`config.mk`:
```
export PLATFORM = sky130hd
export DESIGN_NAME = pgr_fft_out_ctrl
export DESIGN_NICKNAME = d
export VERILOG_FILES = /design/src/rtl/pgr_fft_out_ctrl.sv
export SDC_FILE = /design/constraint.sdc
export NUM_CORES = 1
export LEC_CHECK = 0
export BUFFER_PORTS_ARGS = -buffer_cell sky130_fd_sc_hd__buf_2
export CAP_MARGIN = 40
export CORE_MARGIN = 2
export CORE_UTILIZATION = 40
export DETAILED_ROUTE_END_ITERATION = 16
export SETUP_SLACK_MARGIN = 0.5
export SLEW_MARGIN = 20
export SYNTH_ARGS = -nofsm -noshare
export SYNTH_HDL_FRONTEND = slang
export SYNTH_SLANG_ARGS = --single-unit
export TNS_END_PERCENT = 30
```
`constraint.sdc`:
```
create_clock -name clk -period 2.3 [get_ports clk]
set_input_delay 0.115 -clock clk [delete_from_list [all_inputs] [get_ports clk]]
set_output_delay 0.115 -clock clk [all_outputs]
set_load 0.02 [all_outputs]
```
`src/rtl/pgr_fft_out_ctrl.sv`:
```
// pgr_fft_out_ctrl
// Output-side controller of the burst FFT/IFFT core. A single-cycle
// fft_cdone starts a burst: the result RAM is read in natural or bit-reversed
// order and the samples leave on an AXI-stream-style master port with full
// backpressure. A 4-entry FIFO absorbs the fixed 2-cycle RAM read latency.
// Reads are only issued while the reads still in the latency pipe plus the
// FIFO occupancy stay below 4, so the FIFO can never overflow.
//
// Ports
//   clk, rst_n                   clock, asynchronous active-low reset
//   fft_cdone                    start pulse, accepted only while idle
//   dft_length                   sample count minus 1 (latched on start)
//   fft_lev_limit                log2 transform size (latched and clamped)
//   rd_en, rd_addr               result RAM read strobe / address
//   rd_data_re, rd_data_im       RAM data, valid 2 cycles after rd_en
//   m_axi_valid/ready/last       output handshake, last marks index == length
//   m_axi_data_re/im, m_axi_index  output sample and its index
//   fft_odone                    one-cycle pulse after the last handshake
//   busy                         high while a burst is in progress
module pgr_fft_out_ctrl #(
   parameter int DATA_WIDTH = 18,
   parameter int ADDR_WIDTH = 9,
   parameter int LEN_WIDTH  = 16,
   parameter bit BIT_REV    = 1'b1
) (
   input  logic                         clk,
   input  logic                         rst_n,
   input  logic                         fft_cdone,
   input  logic [LEN_WIDTH-1:0]         dft_length,
   input  logic [3:0]                   fft_lev_limit,
   output logic                         rd_en,
   output logic [ADDR_WIDTH-1:0]        rd_addr,
   input  logic signed [DATA_WIDTH-1:0] rd_data_re,
   input  logic signed [DATA_WIDTH-1:0] rd_data_im,
   output logic                         m_axi_valid,
   input  logic                         m_axi_ready,
   output logic                         m_axi_last,
   output logic signed [DATA_WIDTH-1:0] m_axi_data_re,
   output logic signed [DATA_WIDTH-1:0] m_axi_data_im,
   output logic [LEN_WIDTH-1:0]         m_axi_index,
   output logic                         fft_odone,
   output logic                         busy
);

   typedef enum logic [1:0] {S_IDLE, S_RUN, S_DRAIN} state_t;

   // Largest address width representable by the 4-bit level field.
   localparam logic [4:0] W_MAX = 5'((ADDR_WIDTH > 15) ? 15 : ADDR_WIDTH);

   state_t                  state_q, state_d;
   logic [LEN_WIDTH-1:0]    len_q, len_d;
   logic [LEN_WIDTH-1:0]    rk_q, rk_d;
   logic [LEN_WIDTH-1:0]    ok_q, ok_d;
   logic [4:0]              w_q, w_d;
   logic                    vld_p1_q, vld_p1_d;
   logic                    vld_p2_q, vld_p2_d;
   logic [2:0]              fifo_cnt_q, fifo_cnt_d;
   logic [1:0]              wptr_q, wptr_d;
   logic [1:0]              rptr_q, rptr_d;
   logic                    odone_q, odone_d;

   logic signed [DATA_WIDTH-1:0] mem_re_q [4];
   logic signed [DATA_WIDTH-1:0] mem_im_q [4];

   logic                    issue;
   logic                    push;
   logic                    pop;
   logic                    fifo_vld;
   logic                    last_hs;
   logic [2:0]              credit;
   logic [ADDR_WIDTH-1:0]   addr_sel;

   // Reverse all address bits, then shift so only the low w bits of k
   // end up reversed in the low w bits of the result (w = 0 gives 0).
   function automatic logic [ADDR_WIDTH-1:0] rev_addr(
      input logic [ADDR_WIDTH-1:0] k,
      input logic [4:0]            w
   );
      logic [ADDR_WIDTH-1:0] r;
      for (int i = 0; i < ADDR_WIDTH; i++) begin
         r[i] = k[ADDR_WIDTH-1-i];
      end
      return r >> (ADDR_WIDTH - int'(w));
   endfunction

   always_comb begin
      credit   = {2'b00, vld_p1_q} + {2'b00, vld_p2_q} + fifo_cnt_q;
      issue    = (state_q == S_RUN) && (credit < 3'd4);
      fifo_vld = (fifo_cnt_q != 3'd0);
      push     = vld_p2_q;
      pop      = fifo_vld && m_axi_ready;
      last_hs  = pop && (ok_q == len_q) && (state_q == S_DRAIN);
      addr_sel = BIT_REV ? rev_addr(rk_q[ADDR_WIDTH-1:0], w_q)
                         : rk_q[ADDR_WIDTH-1:0];
   end

   always_comb begin
      state_d    = state_q;
      len_d      = len_q;
      w_d        = w_q;
      rk_d       = rk_q;
      ok_d       = pop ? ok_q + LEN_WIDTH'(1) : ok_q;
      vld_p1_d   = issue;
      vld_p2_d   = vld_p1_q;
      fifo_cnt_d = fifo_cnt_q + {2'b00, push} - {2'b00, pop};
      wptr_d     = push ? wptr_q + 2'd1 : wptr_q;
      rptr_d     = pop ? rptr_q + 2'd1 : rptr_q;
      odone_d    = 1'b0;

      unique case (state_q)
         S_IDLE: begin
            if (fft_cdone) begin
               len_d      = dft_length;
               w_d        = ({1'b0, fft_lev_limit} > W_MAX) ? W_MAX
                                                            : {1'b0, fft_lev_limit};
               rk_d       = '0;
               ok_d       = '0;
               vld_p1_d   = 1'b0;
               vld_p2_d   = 1'b0;
               fifo_cnt_d = '0;
               wptr_d     = '0;
               rptr_d     = '0;
               state_d    = S_RUN;
            end
         end
         S_RUN: begin
            if (issue) begin
               rk_d = rk_q + LEN_WIDTH'(1);
               if (rk_q == len_q) begin
                  state_d = S_DRAIN;
               end
            end
         end
         S_DRAIN: begin
            if (last_hs) begin
               state_d = S_IDLE;
               odone_d = 1'b1;
            end
         end
         default: state_d = S_IDLE;
      endcase
   end

   always_ff @(posedge clk or negedge rst_n) begin
      if (!rst_n) begin
         state_q    <= S_IDLE;
         len_q      <= '0;
         w_q        <= '0;
         rk_q       <= '0;
         ok_q       <= '0;
         vld_p1_q   <= 1'b0;
         vld_p2_q   <= 1'b0;
         fifo_cnt_q <= '0;
         wptr_q     <= '0;
         rptr_q     <= '0;
         odone_q    <= 1'b0;
      end else begin
         state_q    <= state_d;
         len_q      <= len_d;
         w_q        <= w_d;
         rk_q       <= rk_d;
         ok_q       <= ok_d;
         vld_p1_q   <= vld_p1_d;
         vld_p2_q   <= vld_p2_d;
         fifo_cnt_q <= fifo_cnt_d;
         wptr_q     <= wptr_d;
         rptr_q     <= rptr_d;
         odone_q    <= odone_d;
      end
   end

   // RAM data arrives together with vld_p2 and goes straight into the FIFO.
   always_ff @(posedge clk) begin
      if (push) begin
         mem_re_q[wptr_q] <= rd_data_re;
         mem_im_q[wptr_q] <= rd_data_im;
      end
   end

   always_ff @(posedge clk) begin
      if (rst_n) begin
         assert (!(push && !pop && (fifo_cnt_q == 3'd4)));
      end
   end

   assign rd_en         = issue;
   assign rd_addr       = issue ? addr_sel : '0;
   assign m_axi_valid   = fifo_vld;
   assign m_axi_last    = fifo_vld && (ok_q == len_q);
   assign m_axi_data_re = fifo_vld ? mem_re_q[rptr_q] : '0;
   assign m_axi_data_im = fifo_vld ? mem_im_q[rptr_q] : '0;
   assign m_axi_index   = ok_q;
   assign fft_odone     = odone_q;
   assign busy          = (state_q != S_IDLE);

endmodule

```
Yosys cells after proc, flatten, opt, wreduce, memory -nomap -nowiden --
Memory sizes are Yosys's and may differ from the RTL's. Cells that the tools add are included.
Word-level totals: register bits after elaboration 65, latch bits 0, RAM bits 144, ROM bits 0, input port bits 60, output and inout port bits 66, word-level logic and storage cells 76, memories 2
Memory list:
- mem_im_q | depth 4, bits a word 18, rd ports 1, clocked after Yosys merged registers in 0, write ports 1, RTL line 63 | logic signed [DATA_WIDTH-1:0] mem_im_q [4];
- mem_re_q | depth 4, bits a word 18, rd ports 1, clocked after Yosys merged registers in 0, write ports 1, RTL line 62 | logic signed [DATA_WIDTH-1:0] mem_re_q [4];
Cells by class: add/subtract/negate cells 9, multiply operators 0, div/mod/pow operators 0, order comparisons 2, eq/ne operators 8, shift-type cells 1, mux-type cells 31, bitwise logic cells 0, reduce and logical (&&, ||, !) cells 12
Operators by type and width (number):
- $mux W16 | 5
- $mux W18 | 2
- $add A16 B1 Y16 const B | 2
- $eq A16 B16 Y1 | 2
- $pmux W16 S2 | 1
- $shr A9 B32 Y9 | 1
- $mux W2 | 10
- $mux W9 | 1
- $mux W1 | 8
- $mux W3 | 2
- $ne A2 B2 Y1 const B | 3
- $pmux W2 S3 | 1
- $sub A4 B5 Y6 const A | 1
- $logic_and A1 B1 Y1 | 5
- $add A2 B1 Y2 const B | 2
- $gt A4 B4 Y1 const B | 1
- $mux W4 | 1
- $reduce_and A4 Y1 | 1
- $reduce_bool A2 Y1 | 2
- $add A2 B3 Y3 | 1
- $add A3 B1 Y3 | 1
- $lt A3 B3 Y1 const B | 1
- $reduce_and A3 Y1 | 1
- $reduce_bool A3 Y1 | 1
- other kinds (7) | 7

Logic depth before layout (Yosys ltp) --
word-level depth 6, depth in mapped cells 10, gate-level depth less buffers 8

Worst setup path after synthesis --
OpenSTA, ideal clock, no wires.
path type reg-to-output, start point register fifo_cnt_q[0], end point output port rd_addr[7], arrival time 2554 ps, data required time 2185 ps, setup slack -369 ps, cell stages (with the launch flop) 6, path buffers 0, cell sequence dfrtp_1 > ha_1 > a21o_1 > a221oi_2 > nand3_2 > nor4b_1
Between the ends: cells in the longest elaborated chain, start to end 4
Ends and longest elaborated chain:
- start, declared | RTL line 57 | logic [2:0] fifo_cnt_q, fifo_cnt_d;
- start signal, assigned | RTL line 165 | fifo_cnt_q <= fifo_cnt_d;
- $add A2 B3 Y3 | RTL line 87 | credit = {2'b00, vld_p1_q} + {2'b00, vld_p2_q} + fifo_cnt_q;
- $lt A3 B3 Y1 | RTL line 88 | issue = (state_q == S_RUN) && (credit < 3'd4);
- $logic_and A1 B1 Y1 | RTL line 88
- via rd_en | RTL line 31 | output logic rd_en,
- $mux W9 | RTL line 187 | assign rd_addr = issue ? addr_sel : '0;
- end, declared | RTL line 32 | output logic [ADDR_WIDTH-1:0] rd_addr,
The timed path passes the listed nets, and every way through them passes these cells.

Worst setup path in the final report --
start point register vld_p1_q, end point output port rd_addr[7]
Between the ends: cells in the longest elaborated chain, start to end 5
Ends and longest elaborated chain:
- start, declared | RTL line 55 | logic vld_p1_q, vld_p1_d;
- start signal, assigned | RTL line 163 | vld_p1_q <= vld_p1_d;
- $add A1 B1 Y2 | RTL line 87
- $add A2 B3 Y3 | RTL line 87
- $lt A3 B3 Y1 | RTL line 88
- $logic_and A1 B1 Y1 | RTL line 88
- $mux W9 | RTL line 187
No other way between the ends.

==> qor.csv <==
metric,value,unit
CTS tree,yes,
vias in the first global route,6551,
crit path max fanout,8,
num ports,126,
CTS Buf Count,23,
Setup Skew,0.01091,ns
router iterations before antenna repair,4,
Tcrit/Tclk final,106.5,%
pre-CTS setup slack,0.2268,ns
clock sinks,208,
"Slowest-stage cell, CP",dfrtp_1,
clk_lat worst skew,0.51,ns
most frequent cells in the layout,"edfxtp_1, buf_2, nand2_1, buf_4, dlygate4sd3_1",
Final ANT Viol Nets,0,
number of diodes,0,
met1 Usage GRT,24.64,%
startpoint types,register,
"FF+latch count, synth",208,
synth warn,0,
largest net degree at the start of global routing,37,
Final Max Tran Viols,0,
Avg Inst Size Synth,14.21,um^2
min-delay worst type,input port to register,
root buffer selected by CTS,clkbuf_16,
nets@finish,959,
Initial DRC Count,357,
first-pass GRT wire length,35800,um
Final Util,57.37,%
port bufs,125,
Worst Setup End Kind,output port,
routed vias/inst,5.161,
critical path class,register to output port,
Worst EP required,2.18,ns
Fill cells,1770,
"EDFF count, synth",144,
CP max stage delay,0.40,ns
Final Hold Fails,0,
min Tclk post-route,2.450,ns
failing checks,setup timing,
die area,24220,um^2
unrepaired setup endpoints after global routing,yes,
Synth Instances,647,
initial antenna violation count,0,
post-synthesis cell type count,50,
met3 usage,2.722,%
RePlAce Congestion,0.8278,
min-delay src,m_axi_ready,
share of post-route cells with drive strength above 1,40.55,%
final setup fails,9,
share of flip-flops with an asynchronous set or reset,30.77,%
GRT met2 Usage,33.44,%
Max transition margin,52.34,%
Vias,6142,
PwrDens,1346,nW/um^2
DRC viols,0,
Post-Synthesis Cell Area,9195,um^2
Max Cap Viol,0,
Wirelength per Cell,19.26,um
Initial Util,40.74,%
ys flop type,edfxtp_1,
Top Usage Layer GRT,met2,
CP cell instances,"ha_4, a21o_4, a221oi_4, nand3_4, nor4b_4, buf_4",
Detailed Place HPWL,13610,um
Final Power,17.43,mW
synthesis-to-finish area growth,40.84,%
fin worst setup slack,-0.1498,ns
H-tree depth,1,
crit path launch,vld_p1_q,
syn nets,718,
Die Ht,155.6,um
Slew @ Worst Pin,0.7150,ns
sequential area share after synthesis,64.44,%
max frequency,0.4082,GHz
Die Span X,155.6,um
P_leak,5.278,nW
final wirelength,22920,um
r2r startpoint,fifo_cnt_q[0],
worst path arrival time,2.33,ns
core box area,22570,um^2
Worst-path clk slew,0.06,ns
GRT Overall Usage,18.81,%
Peak VDD IR,0.0009572,V
Rows,55,
Max Root-Sink Buffers,3,
Congestion Overflow GR,0,
"commonest non-fill, non-tap cell in the layout",edfxtp_1,
outcome,"finished, violations left",
==> through the flow <==
| step | std cells | TNS (ns) | area (um^2) | hold WS (ns) |
|---|---|---|---|---|
| final | 1190 | -0.9153 | 12950 | 0.01744 |
| after global routing | 1190 | -1.803 | 12950 | -0.00008138 |
| after CTS | 1176 | -1.180 | 12640 | 0.009597 |
| after detailed placement | 1044 | 0 | 10430 | 0.2094 |
| after global placement | 1044 | 0 | 10430 | 0.1900 |
| after floorplan | 647 | 0 | 9356 | -0.1806 |
==> synthesized netlist by cell type, types with 8 or more instances <==
master / n / share of area, %
clkbuf_1: 25 / 1.0
dfrtp_1: 64 / 17
edfxtp_1: 144 / 47
ha_1: 10 / 1.4
inv_1: 13 / 0.53
mux2i_1: 12 / 1.3
mux4_2: 38 / 9.3
nand2_1: 76 / 3.1
nand3_1: 12 / 0.65
nand4_1: 8 / 0.54
nor2_1: 48 / 2.0
nor2b_1: 39 / 2.7
nor3_1: 11 / 0.60
nor4_1: 10 / 0.68
o21ai_0: 14 / 0.76
xor2_1: 54 / 5.1
==> state kept, by name, indices dropped and copies added (netlist names) <==
| name | cells |
|---|---|
| fft_odone | 1 |
| fifo_cnt_q | 3 |
| len_q | 16 |
| m_axi_index | 16 |
| mem_im_q | 72 |
| mem_re_q | 72 |
| push | 1 |
| rk_q | 16 |
| rptr_q | 2 |
| state_q | 2 |
| vld_p1_q | 1 |
| w_q | 4 |
| wptr_q | 2 |
==> critical path: cells and delay by family, from the launching register on <==
kind,cells,cell delay [ns]
DFF,1,0.40
and+or+nand+nor,2,0.46
AOI/OAI and AO/OA,2,0.53
adders and majority gates,1,0.26
buffers and inverters,1,0.17
==> report_power, final <==
group | switching, mW | leakage, nW | internal, mW
Sequential | 0.530 | 2.13 | 5.06
Combinational | 3.98 | 2.80 | 4.32
Clock | 1.44 | 0.351 | 2.10
==> cells by family after synthesis <==
logic type | count (synthesis) | share of synthesized area, %
adder cells (fa/ha/maj) | 11 | 1.578
AND/OR/NAND/NOR | 227 | 12.02
XOR/XNOR | 61 | 5.810
flip-flops | 208 | 64.44
AO/OA/AOI/OAI | 42 | 3.388
buffers and inverters | 47 | 2.027
multiplexers | 51 | 10.74
==> routing by layer <==
| layer | up-vias | wire length (um) |
|---|---|---|
| li1 | 2848 | - |
| met1 | 3134 | 9826 |
| met2 | 135 | 11850 |
| met3 | 25 | 953 |
| met4 | 0 | 289 |
| met5 | - | 0 |
==> final cells by class <==
cell class / instances / area, um^2 / area share, %
clock inverters: 13 / 117.6 / 0.9082
clock buffers: 29 / 608.1 / 4.696
flip-flops and latches: 208 / 5953 / 45.97
repair buffers: 250 / 2223 / 17.17
inverters: 13 / 53.80 / 0.4155
multi-input cells: 392 / 3637 / 28.09
well taps: 285 / 356.6 / 2.754
==> worst paths after layout <==
| check | endpoint | slack, ns | cells past startpoint |
|---|---|---|---|
| max in group asynchronous | rptr_q[1] | 1.44 | 3 |
| min in group asynchronous | len_q[1] | 0.21 | 2 |
| worst min-delay path | fft_odone | 0.02 | 2 |
| worst min register to register | len_q[5] | 0.54 | 2 |
| worst max-delay path | rd_addr[7] | -0.15 | 6 |
| worst max register to register | rk_q[11] | 0.08 | 7 |
==> repair_timing <==
| action | in CTS | in global routing |
|---|---|---|
| setup buffers | 29 | 12 |
| hold buffers | 57 | 0 |
| gates cloned | 4 | 2 |
| endpoints found under the setup margin | 94 | 98 |
| gates resized for setup | 175 | 46 |
| pin swaps | 31 | 50 |
| hold endpoints to repair | 193 | 0 |
Power figures use the tool's default switching activity.
